[src/rtl/c64_uart_pkg.sv]
// c64_uart_pkg: shared types and constants for the C64 UART transmit path.
//   uart_parity_t   - decoded parity mode (NONE, EVEN, ODD)
//   uart_tx_state_t - transmitter FSM states
//   UART_MIN_DIV    - smallest effective baud divider
//   to_parity()     - maps the 2-bit cfg_parity field onto uart_parity_t
package c64_uart_pkg;

    typedef enum logic [1:0] {
        NONE = 2'd0,
        EVEN = 2'd1,
        ODD  = 2'd2
    } uart_parity_t;

    typedef enum logic [2:0] {
        IDLE   = 3'd0,
        START  = 3'd1,
        DATA   = 3'd2,
        PARITY = 3'd3,
        STOP   = 3'd4
    } uart_tx_state_t;

    localparam int UART_MIN_DIV = 3;

    // 2'b11 is an unused encoding and behaves as no parity.
    function automatic uart_parity_t to_parity(input logic [1:0] c);
        return c == 2'b01 ? EVEN : c == 2'b10 ? ODD : NONE;
    endfunction

endpackage

[src/rtl/c64_uart_fifo.sv]
// c64_uart_fifo: synchronous FIFO with wrap-bit pointers.
//   clk_sys, reset_n - clock, async active-low reset (pointers only)
//   push, din        - write side; pushes while full are ignored
//   pop, dout        - read side; dout shows the head entry
//   full, empty      - status derived from the pointers
//   level            - number of stored entries
module c64_uart_fifo #(
    parameter int DEPTH = 16,
    parameter int W     = 8
) (
    input  logic                     clk_sys,
    input  logic                     reset_n,
    input  logic                     push,
    input  logic [W-1:0]             din,
    input  logic                     pop,
    output logic [W-1:0]             dout,
    output logic                     full,
    output logic                     empty,
    output logic [$clog2(DEPTH):0]   level
);

    localparam int AW = $clog2(DEPTH);

    logic [AW:0]  wp, rp;
    logic [W-1:0] mem [DEPTH];

    // Full when the indices match but the wrap bits differ.
    assign full  = (wp ^ rp) == {1'b1, {AW{1'b0}}};
    assign empty = wp == rp;
    assign level = wp - rp;
    assign dout  = mem[rp[AW-1:0]];

    always_ff @(posedge clk_sys or negedge reset_n) begin
        if (!reset_n) begin
            wp <= '0;
            rp <= '0;
        end else begin
            if (push && !full)
                wp <= wp + 1'b1;
            if (pop && !empty)
                rp <= rp + 1'b1;
        end
    end

    always_ff @(posedge clk_sys) begin
        if (push && !full)
            mem[wp[AW-1:0]] <= din;
    end

endmodule

[src/rtl/c64_uart_tx.sv]
// c64_uart_tx: FIFO-buffered 8-bit UART transmitter, LSB first.
//   clk_sys, reset_n      - system clock, async active-low reset
//   baud_div              - bit period is baud_div+1 cycles (clamped to >= 3)
//   cfg_parity, cfg_stop2 - parity mode and two-stop-bit select
//   wr_data, wr_valid     - byte write; accepted when wr_ready
//   wr_ready              - FIFO not full
//   uart_tx               - registered serial line, idle high
//   busy                  - frame in progress or FIFO non-empty
//   fifo_level            - number of queued bytes
module c64_uart_tx
    import c64_uart_pkg::*;
#(
    parameter int FIFO_DEPTH = 16,
    parameter int DIV_W      = 16
) (
    input  logic                          clk_sys,
    input  logic                          reset_n,
    input  logic [DIV_W-1:0]              baud_div,
    input  logic [1:0]                    cfg_parity,
    input  logic                          cfg_stop2,
    input  logic [7:0]                    wr_data,
    input  logic                          wr_valid,
    output logic                          wr_ready,
    output logic                          uart_tx,
    output logic                          busy,
    output logic [$clog2(FIFO_DEPTH):0]   fifo_level
);

    localparam int LW = $clog2(FIFO_DEPTH) + 1;

    uart_tx_state_t   state, state_d;
    uart_parity_t     par_q;
    logic [DIV_W-1:0] timer, timer_d, div_q, div_eff;
    logic [7:0]       sh, sh_d, head;
    logic [2:0]       bit_idx, bit_idx_d;
    logic [LW-1:0]    level_d;
    logic             stop_cnt, stop_cnt_d, stop2_q, par_bit;
    logic             tx_d, busy_d, push, pop, full, empty, bit_end;

    assign div_eff  = baud_div < DIV_W'(UART_MIN_DIV) ? DIV_W'(UART_MIN_DIV) : baud_div;
    assign push     = wr_valid && !full;
    assign wr_ready = !full;
    assign bit_end  = timer == '0;
    assign level_d  = fifo_level + LW'(push) - LW'(pop);

    c64_uart_fifo #(.DEPTH(FIFO_DEPTH), .W(8)) u_fifo (
        .clk_sys (clk_sys),
        .reset_n (reset_n),
        .push    (push),
        .din     (wr_data),
        .pop     (pop),
        .dout    (head),
        .full    (full),
        .empty   (empty),
        .level   (fifo_level)
    );

    // uart_tx and busy are computed one cycle ahead so both leave flops.
    always_comb begin
        state_d    = state;
        sh_d       = sh;
        bit_idx_d  = bit_idx;
        stop_cnt_d = stop_cnt;
        tx_d       = uart_tx;
        pop        = 1'b0;
        unique case (state)
            IDLE:   pop = !empty;
            START:  if (bit_end) begin
                        state_d   = DATA;
                        tx_d      = sh[0];
                        bit_idx_d = 3'd0;
                    end
            DATA:   if (bit_end) begin
                        if (bit_idx == 3'd7) begin
                            state_d    = par_q == NONE ? STOP : PARITY;
                            tx_d       = par_q == NONE ? 1'b1 : par_bit;
                            stop_cnt_d = stop2_q;
                        end else begin
                            sh_d      = sh >> 1;
                            tx_d      = sh[1];
                            bit_idx_d = bit_idx + 3'd1;
                        end
                    end
            PARITY: if (bit_end) begin
                        state_d    = STOP;
                        tx_d       = 1'b1;
                        stop_cnt_d = stop2_q;
                    end
            STOP:   if (bit_end) begin
                        if (stop_cnt)
                            stop_cnt_d = 1'b0;
                        else if (!empty)
                            pop = 1'b1;
                        else
                            state_d = IDLE;
                    end
        endcase
        // A pop (from IDLE or the last stop cycle) always starts a new frame.
        if (pop) begin
            state_d = START;
            tx_d    = 1'b0;
            sh_d    = head;
        end
        timer_d = pop ? div_eff : bit_end ? div_q : timer - 1'b1;
        busy_d  = state_d != IDLE || level_d != '0;
    end

    always_ff @(posedge clk_sys or negedge reset_n) begin
        if (!reset_n) begin
            state    <= IDLE;
            timer    <= '0;
            sh       <= '0;
            bit_idx  <= '0;
            stop_cnt <= 1'b0;
            uart_tx  <= 1'b1;
            busy     <= 1'b0;
            div_q    <= DIV_W'(UART_MIN_DIV);
            par_q    <= NONE;
            stop2_q  <= 1'b0;
            par_bit  <= 1'b0;
        end else begin
            state    <= state_d;
            timer    <= timer_d;
            sh       <= sh_d;
            bit_idx  <= bit_idx_d;
            stop_cnt <= stop_cnt_d;
            uart_tx  <= tx_d;
            busy     <= busy_d;
            // Frame configuration is frozen at the pop that starts the frame.
            if (pop) begin
                div_q   <= div_eff;
                par_q   <= to_parity(cfg_parity);
                stop2_q <= cfg_stop2;
                par_bit <= ^head ^ (cfg_parity == 2'b10);
            end
        end
    end

endmodule

[config.mk]
export PLATFORM = sky130hd
export DESIGN_NAME = c64_uart_tx
export DESIGN_NICKNAME = d
export VERILOG_FILES = /design/src/rtl/c64_uart_pkg.sv /design/src/rtl/c64_uart_fifo.sv /design/src/rtl/c64_uart_tx.sv
export SDC_FILE = /design/constraint.sdc
export NUM_CORES = 1
export LEC_CHECK = 0
export BUFFER_PORTS_ARGS = -buffer_cell sky130_fd_sc_hd__buf_2
export CAP_MARGIN = 10
export CORE_MARGIN = 3
export CORE_UTILIZATION = 55
export CTS_BUF_LIST = sky130_fd_sc_hd__clkbuf_16
export DETAILED_ROUTE_END_ITERATION = 8
export PLACE_DENSITY = 0.78
export SYNTH_ARGS = -nofsm -noshare
export SYNTH_HDL_FRONTEND = slang
export SYNTH_SLANG_ARGS = --single-unit
[constraint.sdc]
create_clock -name clk_sys -period 13.1 [get_ports clk_sys]
set_input_delay 0.655 -clock clk_sys [delete_from_list [all_inputs] [get_ports clk_sys]]
set_output_delay 0.655 -clock clk_sys [all_outputs]
set_load 0.005 [all_outputs]
Word level (Yosys, flattened, before mapping)

Memory sizes are Yosys's and may differ from the RTL's.
Cells that the tools add are included.

Memories kept: 1
Bits in writable memories: 128
Bits of input ports: 30
Register bits: 63
Output and inout bits: 8

Memory list:

| memory     | words | width | rd ports | clocked after Yosys merged registers in | write ports | RTL line            | RTL |
|---|---|---|---|---|---|---|---|
| u_fifo.mem | 16    | 8     | 1        | 0                                       | 1           | c64_uart_fifo.sv:25 | `logic [W-1:0] mem [DEPTH];` |

Magnitude comparators: 1
Reduce and logical (&&, ||, !) cells: 21
Add/sub/neg operators: 7
Bitwise gates (word level): 2
Muxes and demuxes: 41
Eq/ne operators: 19

Operators by type and width:

| cell                                                                          | count |
|---|---|
| 16-bit two-way mux                                                            | 3 |
| 3-bit two-way mux                                                             | 12 |
| 8-bit two-way mux                                                             | 4 |
| 16-bit zero test                                                              | 1 |
| 16-bit by 2-bit less-than comparator with 1-bit output, second input constant | 1 |
| 16-bit by 1-bit subtractor with 16-bit output, second input constant          | 1 |
| 1-bit two-way mux                                                             | 15 |
| 2-bit != test, second input constant                                          | 7 |
| 3-bit one-hot mux with 4 select lines                                         | 1 |
| 5-bit by 1-bit adder with 5-bit output, second input constant                 | 2 |
| 3-bit != test, second input constant                                          | 3 |
| 4-bit AND reduction                                                           | 2 |
| 8-bit XOR reduction                                                           | 1 |
| 3-bit by 2-bit equality test with 1-bit output, second input constant         | 2 |
| 3-bit equality test, second input constant                                    | 2 |
| 1-bit one-hot mux with 3 select lines                                         | 2 |
| 3-bit one-hot mux with 2 select lines                                         | 1 |
| 2-bit nonzero test                                                            | 3 |
| 3-bit nonzero test                                                            | 2 |
| 5-bit by 1-bit adder with 5-bit output                                        | 1 |
| 5-bit equality test                                                           | 1 |
| 5-bit equality test, second input constant                                    | 1 |
| 5-bit AND reduction                                                           | 1 |
| 5-bit nonzero test                                                            | 1 |
| 17 further kinds                                                              | 21 |

Longest topological paths before layout

Gate-level depths: netlist of run 1.

Depth after elaboration: 8
Gate-level depth with buffers: 22
Mapped depth without buffers: 19

Cells and area by module

From an unflattened synthesis of run 1, not the netlist that was laid out.

Cell total of the unflattened synthesis: 615
Area total of the unflattened synthesis: 8663.3 um^2

Modules (own cells, without submodules):

| module        | instances | cells each | area an instance (um^2) |
|---|---|---|---|
| c64_uart_fifo | 1         | 297        | 5750.5 |
| c64_uart_tx   | 1         | 318        | 2912.8 |

Worst setup path after synthesis of run 1

Ideal clock, no wire load.

Path kind: register to register
Start point: register u_fifo.rp[1]
End point: register busy
Cell stages (with the launch flop): 23
Slack: 8.953 ns
Path buffers: 5
Data required time: 12.963 ns
Data arrival time: 4.010 ns
Period minus slack after synthesis: 4.147 ns
Cell sequence: dfrtp_1 buf_2 buf_2 clkbuf_1 inv_1 ha_1 nand4_1 o21ai_0 a21o_1 inv_1 buf_2 buf_2 ha_1 inv_1 ha_1 inv_1 fa_1 inv_1 a21o_1 a21oi_1 xor2_1 xnor2_1 nand4b_1

Cells in the longest elaborated chain, start to end: 8

RTL lines:

| element                                                                                 | RTL line                             | RTL |
|---|---|---|
| from (decl)                                                                             | c64_uart_fifo.sv:24                  | `logic [AW:0] wp, rp;` |
| from (signal assigned)                                                                  | c64_uart_fifo.sv:41                  | `rp <= rp + 1'b1;` |
| 5-bit equality test (*)                                                                 | c64_uart_fifo.sv:29                  | `assign empty = wp == rp;` |
| 1-bit two-way mux                                                                       | c64_uart_tx.sv:92                    | `else if (!empty)` |
| 1-bit two-way mux                                                                       | c64_uart_tx.sv:90                    | `if (stop_cnt)` |
| 1-bit two-way mux                                                                       | c64_uart_tx.sv:89                    | `STOP: if (bit_end) begin` |
| 1-bit one-hot mux with 2 select lines (*)                                               | c64_uart_tx.sv:66                    | `unique case (state)` |
| via pop                                                                                 | c64_uart_tx.sv:38                    | `logic tx_d, busy_d, push, pop, full, empty, bit_end;` |
| 5-bit by 1-bit subtractor with 5-bit output / 3-bit two-way mux (equally long branches) | c64_uart_tx.sv:44, c64_uart_tx.sv:99 |  |
| 5-bit nonzero test / 3-bit nonzero test (equally long branches)                         | c64_uart_tx.sv:105                   | `busy_d = state_d != IDLE \|\| level_d != '0;` |
| 1-bit logical OR (*)                                                                    | c64_uart_tx.sv:105                   |  |
| via busy_d                                                                              | c64_uart_tx.sv:38                    |  |
| to (signal assigned)                                                                    | c64_uart_tx.sv:128                   | `busy <= busy_d;` |
| to (decl)                                                                               | c64_uart_tx.sv:25                    | `output logic busy,` |

Mark *: on every way through the listed nets, which the timed path passes. The rest lies on a longest branch.
A chain may end at the register's enable or synchronous reset.

Final worst setup path of run 1

Start point: register timer[2]
End point: register busy

Cells in the longest elaborated chain, start to end: 6

RTL lines:

| element                                                                                               | RTL line                             | RTL |
|---|---|---|
| from (decl)                                                                                           | c64_uart_tx.sv:33                    | `logic [DIV_W-1:0] timer, timer_d, div_q, div_eff;` |
| from (signal assigned)                                                                                | c64_uart_tx.sv:123                   | `timer <= timer_d;` |
| 16-bit zero test (*)                                                                                  | c64_uart_tx.sv:43                    | `assign bit_end = timer == '0;` |
| 1-bit two-way mux, or another cell as far along                                                       | c64_uart_tx.sv:89                    |  |
| 1-bit one-hot mux with 2 select lines / 3-bit one-hot mux with 4 select lines (equally long branches) | c64_uart_tx.sv:66                    |  |
| 5-bit by 1-bit subtractor with 5-bit output / 3-bit two-way mux (equally long branches)               | c64_uart_tx.sv:44, c64_uart_tx.sv:99 |  |
| 5-bit nonzero test / 3-bit nonzero test (equally long branches)                                       | c64_uart_tx.sv:105                   |  |
| 1-bit logical OR (*)                                                                                  | c64_uart_tx.sv:105                   |  |
| via busy_d                                                                                            | c64_uart_tx.sv:38                    |  |

Marked as above.

==> flow_summary.ini, run 1 <==
[floorplan]
dieWidth_um = 130
die_h_um = 130
die_area_um2 = 16900
initial_utilization_pct = 57.2
io_pins = 38
rows = 44
core_um2 = 14800

[detailed_routing]
finalWirelength_mm = 16.6
routed.top_layer = met4
via_per_inst = 5.98
post_drt_wl_per_cell_um = 19.9
ant_nets = 0
route.detailed.drc = 0
wl_met1_mm = 6.98
wl_met2_mm = 8.49
drt_first_pass_iters = 4
drt_iter0_drc = 360
vias = 4990
met3_length_um = 764

[clock_tree]
path_clk_slew_ns = 0.07
cts_tree = built
clock-sinks = 191
clockRootBuffer = clkbuf_16
cts_resized = 0
cts_buffers = 17
cts_setup_buffers = 0
cts_hold_buf = 0
insertion_delay_ns = 0.44
cts-htree-levels = 4
clockBufferDepth = 2

[layout]
layout_commonest_cell = edfxtp_1
syn_to_final_growth_pct = 11.4
final_cell_mix = edfxtp_1, nand2_1, dfrtp_1, o21ai_0, buf_2
multi_input_area_um2 = 2850
layout-drive-gt1-share_pct = 19.1
fin_nets = 686
n_fill_cell = 1059
register_area_um2 = 5430
antenna_cells = 0

[power]
p_total_uw = 1690
p_per_area_nw_per_um2 = 179
p_leak_uw = 0.00356
peakVddDrop_v = 0.000130

[timing]
fin_crit_sh_pct = 39.2
hold_ws_ns = 0.368
hold_viol = 0
finalSetupTns_ns = 0
setup_viol = 0
final_max_slew_viol_count = 0
tightest_slew_ns = 1.05
fin_crit_ns = 5.13
postLayoutSetupSlackWorst_ns = 7.97
fmax_mhz = 195
relSlewSlack_pct = 29.9
fin_skew_ns = 0.0116
rsz0062_at_grt = false

[worst_setup_path]
crit_arrival_ns = 5.44
criticalPathCategory = reg -> reg
max_stage_delay_ns = 0.76
path_cells = or4_4, nor4_4, nand4_1, or2_2, a21o_1, inv_1, ha_1, inv_1, ha_1, inv_1, fa_1, inv_1, a21o_1, a21oi_1, xor2_1, xnor2_1, nand4b_1
endpoint_kind = register
cp.required_ns = 13.40
path_max_fanout = 33
crit_top_cell = inv_1
cp_slowest_cell = nand4_1
critPathLaunchType = register

[synthesis]
synth.avg_cell_area_um2 = 14.1
seq_area_frac_synth_pct = 64.0
synth_edf_count = 128
synth_top_area_cell = edfxtp_1
synthesis.area_um2 = 8470
synth_top_area_share_pct = 45.4
synthFlopType = edfxtp_1
ys_warn_count = 0
synth_area_leaders = edfxtp_1, dfrtp_1, mux4_2, nand2_1, ha_1
ys_types = 55
syn-num-nets = 648
async_flop_share_pct = 33.0
synthCells = 599
synth_seq_cells = 191

[global_routing]
grt_pass1_vias = 5070
grt-ovfl-total = 0
grt_antenna_before_repair = 0
track_usage_pct = 21.0
grt_pass1_wl_mm = 26.6
grt_max_degree = 64

[placed_design]
hpwlAfterDp_mm = 10.8
gp_congestion = 0.798
place_ws_ns = 7.99
port_buffers = 37

[flow_run]
drv_cap = 0

[status]
status = complete, no violations

[hold_path]
min_path_type = in -> async
[power by group]
group          internal [µW]  switching, µW
clock                    273            243
combinational            186            221
sequential               718           49.9
[final cells by class]
class	count	area share [%]
multi-input combinational	359	30.2
tap	184	2.44
timing repair buffer	45	2.60
inverter	23	0.915
sequential	191	57.5
clock inverter	15	1.83
clock buffer	17	4.51
[cell usage after synthesis (16+ instances only)]
| cell | n |
|---|---|
| clkbuf_1 | 16 |
| edfxtp_1 | 128 |
| o21ai_0 | 39 |
| a21oi_1 | 19 |
| dfrtp_1 | 60 |
| nor2_1 | 29 |
| ha_1 | 17 |
| mux4_2 | 33 |
| xnor2_1 | 21 |
| nand2_1 | 80 |
| inv_1 | 22 |
| mux2i_1 | 20 |
[metal layers]
layer,vias to the layer above,GRT usage [%]
li1,2295,-
met1,2532,27.6
met5,-,0
met2,132,34.8
met4,0,8.37
met3,31,4.26
[worst max-delay path: cells and delay by family, from the launching register on]
family                     cells  cell delay (ns)
xor gates and xnor gates       2             0.33
buffers and inverters          4             0.40
DFF                            1             0.42
and+or+nand+nor                5             2.29
AOI/OAI and AO/OA              3             0.73
adders and majority gates      3             0.82
[per-stage QoR]
step / instance area (µm²) / utilization [%] / std cells
2_1_floorplan: 8470 / - / 599
3_3_place_gp: 8840 / 59.7 / 802
3_5_place_dp: 8840 / 59.7 / 802
4_1_cts: 9440 / 63.7 / 834
5_1_grt: 9440 / 63.7 / 834
6_report: 9440 / 63.7 / 834
[registers in the layout (all words and copies together) (netlist names), 3 cells and up]
name / cells
u_fifo.mem: 128
bit_idx: 3
div_q: 16
sh: 8
u_fifo.rp: 5
state: 3
timer: 16
u_fifo.wp: 5
[worst paths after layout]
check / from / cells after the start / end / slack, ns
worst max-delay path: timer[2] / 17 / busy / 7.97
worst min-delay path: reset_n / 2 / bit_idx[0] / 0.37
worst max register to register: timer[2] / 17 / busy / 7.97
worst min register to register: div_q[7] / 2 / div_q[7] / 0.47
max in group asynchronous: reset_n / 2 / u_fifo.rp[0] / 12.18
min in group clk_sys: cfg_stop2 / 3 / stop2_q / 0.43
[logic make-up (layout without fill, tap and decap cells)]
family | after synthesis | in the layout | synth area share [%]
XOR/XNOR | 35 | 35 | 3.78
multiplexers | 54 | 54 | 11.3
buffers and inverters | 49 | 100 | 2.27
AND/OR/NAND/NOR | 166 | 166 | 9.42
adder cells (fa/ha/maj) | 19 | 19 | 2.98
flip-flops | 191 | 191 | 64.0
AO/OA/AOI/OAI | 85 | 85 | 6.23
Power figures use the tool's default switching activity.
==> inputs of run 2 (changes only) <==
PLACE_DENSITY = 0.81   (was 0.78)
clock period = 4.6 ns   (was 13.1 ns; I/O delays follow)
==> run 2 against run 1 <==
  * Sequential power grew to 2.9 times the previous value
  * Clock-buffer cell count stayed put
  * Flip-flop and latch count did not move
  * Combinational power grew to 2.8 times the previous value
  * Via count down 0.50%
  * Critical path type unchanged
  * Critical endpoint unchanged
==> flow_summary.ini, run 2 (synthesis gave the netlist of run 1 again) <==
[global_routing]
grt_antenna_before_repair = 0
grt_max_degree = 64
track_usage_pct = 22.2
grt_pass1_vias = 5190
grt_pass1_wl_mm = 27.8
grt-ovfl-total = 0

[clock_tree]
cts_resized = 0
clockRootBuffer = clkbuf_16
clockBufferDepth = 2
insertion_delay_ns = 0.44
clock-sinks = 191
cts_tree = built
path_clk_slew_ns = 0.07
cts_buffers = 17
cts-htree-levels = 4

[layout]
register_area_um2 = 5430
final_util_pct = 64.2
antenna_cells = 0
layout_commonest_cell = edfxtp_1
fin_nets = 692
layout-drive-gt1-share_pct = 19.7
largest_reg_flops = 128
n_fill_cell = 1024
syn_to_final_growth_pct = 12.3
multi_input_area_um2 = 2850
final_cell_mix = edfxtp_1, nand2_1, dfrtp_1, o21ai_0, buf_2

[timing]
final_max_slew_viol_count = 0
finalSetupTns_ns = 0
hold_viol = 0
fin_crit_ns = 3.84
fin_crit_sh_pct = 83.5
setup_viol = 0
hold_ws_ns = 0.0187
fin_skew_ns = 0.0156
fmax_mhz = 260
rsz0062_at_grt = false
relSlewSlack_pct = 33.5
tightest_slew_ns = 0.994

[worst_setup_path]
crit_arrival_ns = 4.14
critPathLaunchType = register
endpoint_kind = register
path_max_fanout = 5
rrSetupSlack_ns = 0.76
criticalPathCategory = reg -> reg
cp.required_ns = 4.90

[hold_path]
min_path_type = in -> reg

[detailed_routing]
post_drt_wl_per_cell_um = 20.6
finalWirelength_mm = 17.3
via_per_inst = 5.91
drt_iter0_drc = 344
vias = 4965
ant_nets = 0
route.detailed.drc = 0
drt_first_pass_iters = 5

[power]
p_leak_uw = 0.00360
p_per_area_nw_per_um2 = 511
p_total_uw = 4860
peakVddDrop_v = 0.000351

[floorplan]
core_um2 = 14800
io_pins = 38
dieWidth_um = 130
rows = 44
die_area_um2 = 16900
initial_utilization_pct = 57.2
die_h_um = 130

[flow_run]
drv_cap = 0

[placed_design]
port_buffers = 37
gp_congestion = 0.842
hpwlAfterDp_mm = 10.8

[status]
status = complete, no violations
run 2: cell types whose count changed in the layout (fill, tap and decap cells not counted), sizes merged:
cell and delta:
dlygate4sd3 +2, buf +4, inv -1, bufinv +1
run 2: power breakdown:
part / internal [µW] / switching (µW) / leakage (µW)
logic: 528 / 626 / 0.00139
registers: 2050 / 147 / 0.00190
clock network: 829 / 686 / 0.000301
total: 3400 / 1460 / 0.00360
run 2: stage by stage:
step                      worst slack (ns)  instance area [µm²]  std cells
after floorplan                      0.453                 8470        599
after detailed placement             0.767                 8870        806
after CTS                            0.753                 9510        840
after global placement               0.980                 8870        806
final                                0.758                 9510        840
after global routing                 0.532                 9510        840
run 2: layout make-up:
type	count	share of cell area [%]
clock inverters	15	2.04
flip-flops and latches	191	57.0
repair buffers	51	3.10
clock buffers	17	4.47
inverters	23	0.908
multi-input cells	359	30.0
well taps	184	2.42
run 2: metal layers:
layer | vias up | track usage, % | wire, µm
met4 | 0 | 8.07 | 386
met1 | 2481 | 28.9 | 7310
met3 | 32 | 4.75 | 775
met2 | 139 | 37.0 | 8820
li1 | 2313 | - | -
met5 | - | 0 | 0
run 2: path summary, 6_finish.rpt:
kind                       cells past startpoint      endpoint         from
hold / removal                                 3      div_q[7]  baud_div[7]
max in group asynchronous                      3  u_fifo.rp[0]      reset_n
setup reg to reg                              17          busy     timer[3]
min in group asynchronous                      3          busy      reset_n
hold reg to reg                                2      div_q[9]     div_q[9]
setup / recovery                              17          busy     timer[3]
run 2: timing repair:
item | 4_1_cts | 5_1_grt
hold buffers | 2 | 0
hold endpoints to repair | 61 | 0
buffers inserted | 0 | 0
run 2: worst max-delay path, stage by stage, from the launching register on:
cell	delay, ns
dfrtp_1	0.41
or4_4	0.58
nor4_4	0.29
nand4_1	0.25
or2_2	0.33
a21o_1	0.19
inv_1	0.07
ha_1	0.22
inv_1	0.06
ha_1	0.16
inv_1	0.06
fa_1	0.40
inv_1	0.08
a21o_1	0.12
a21oi_1	0.08
xor2_1	0.17
xnor2_1	0.13
nand4b_1	0.10
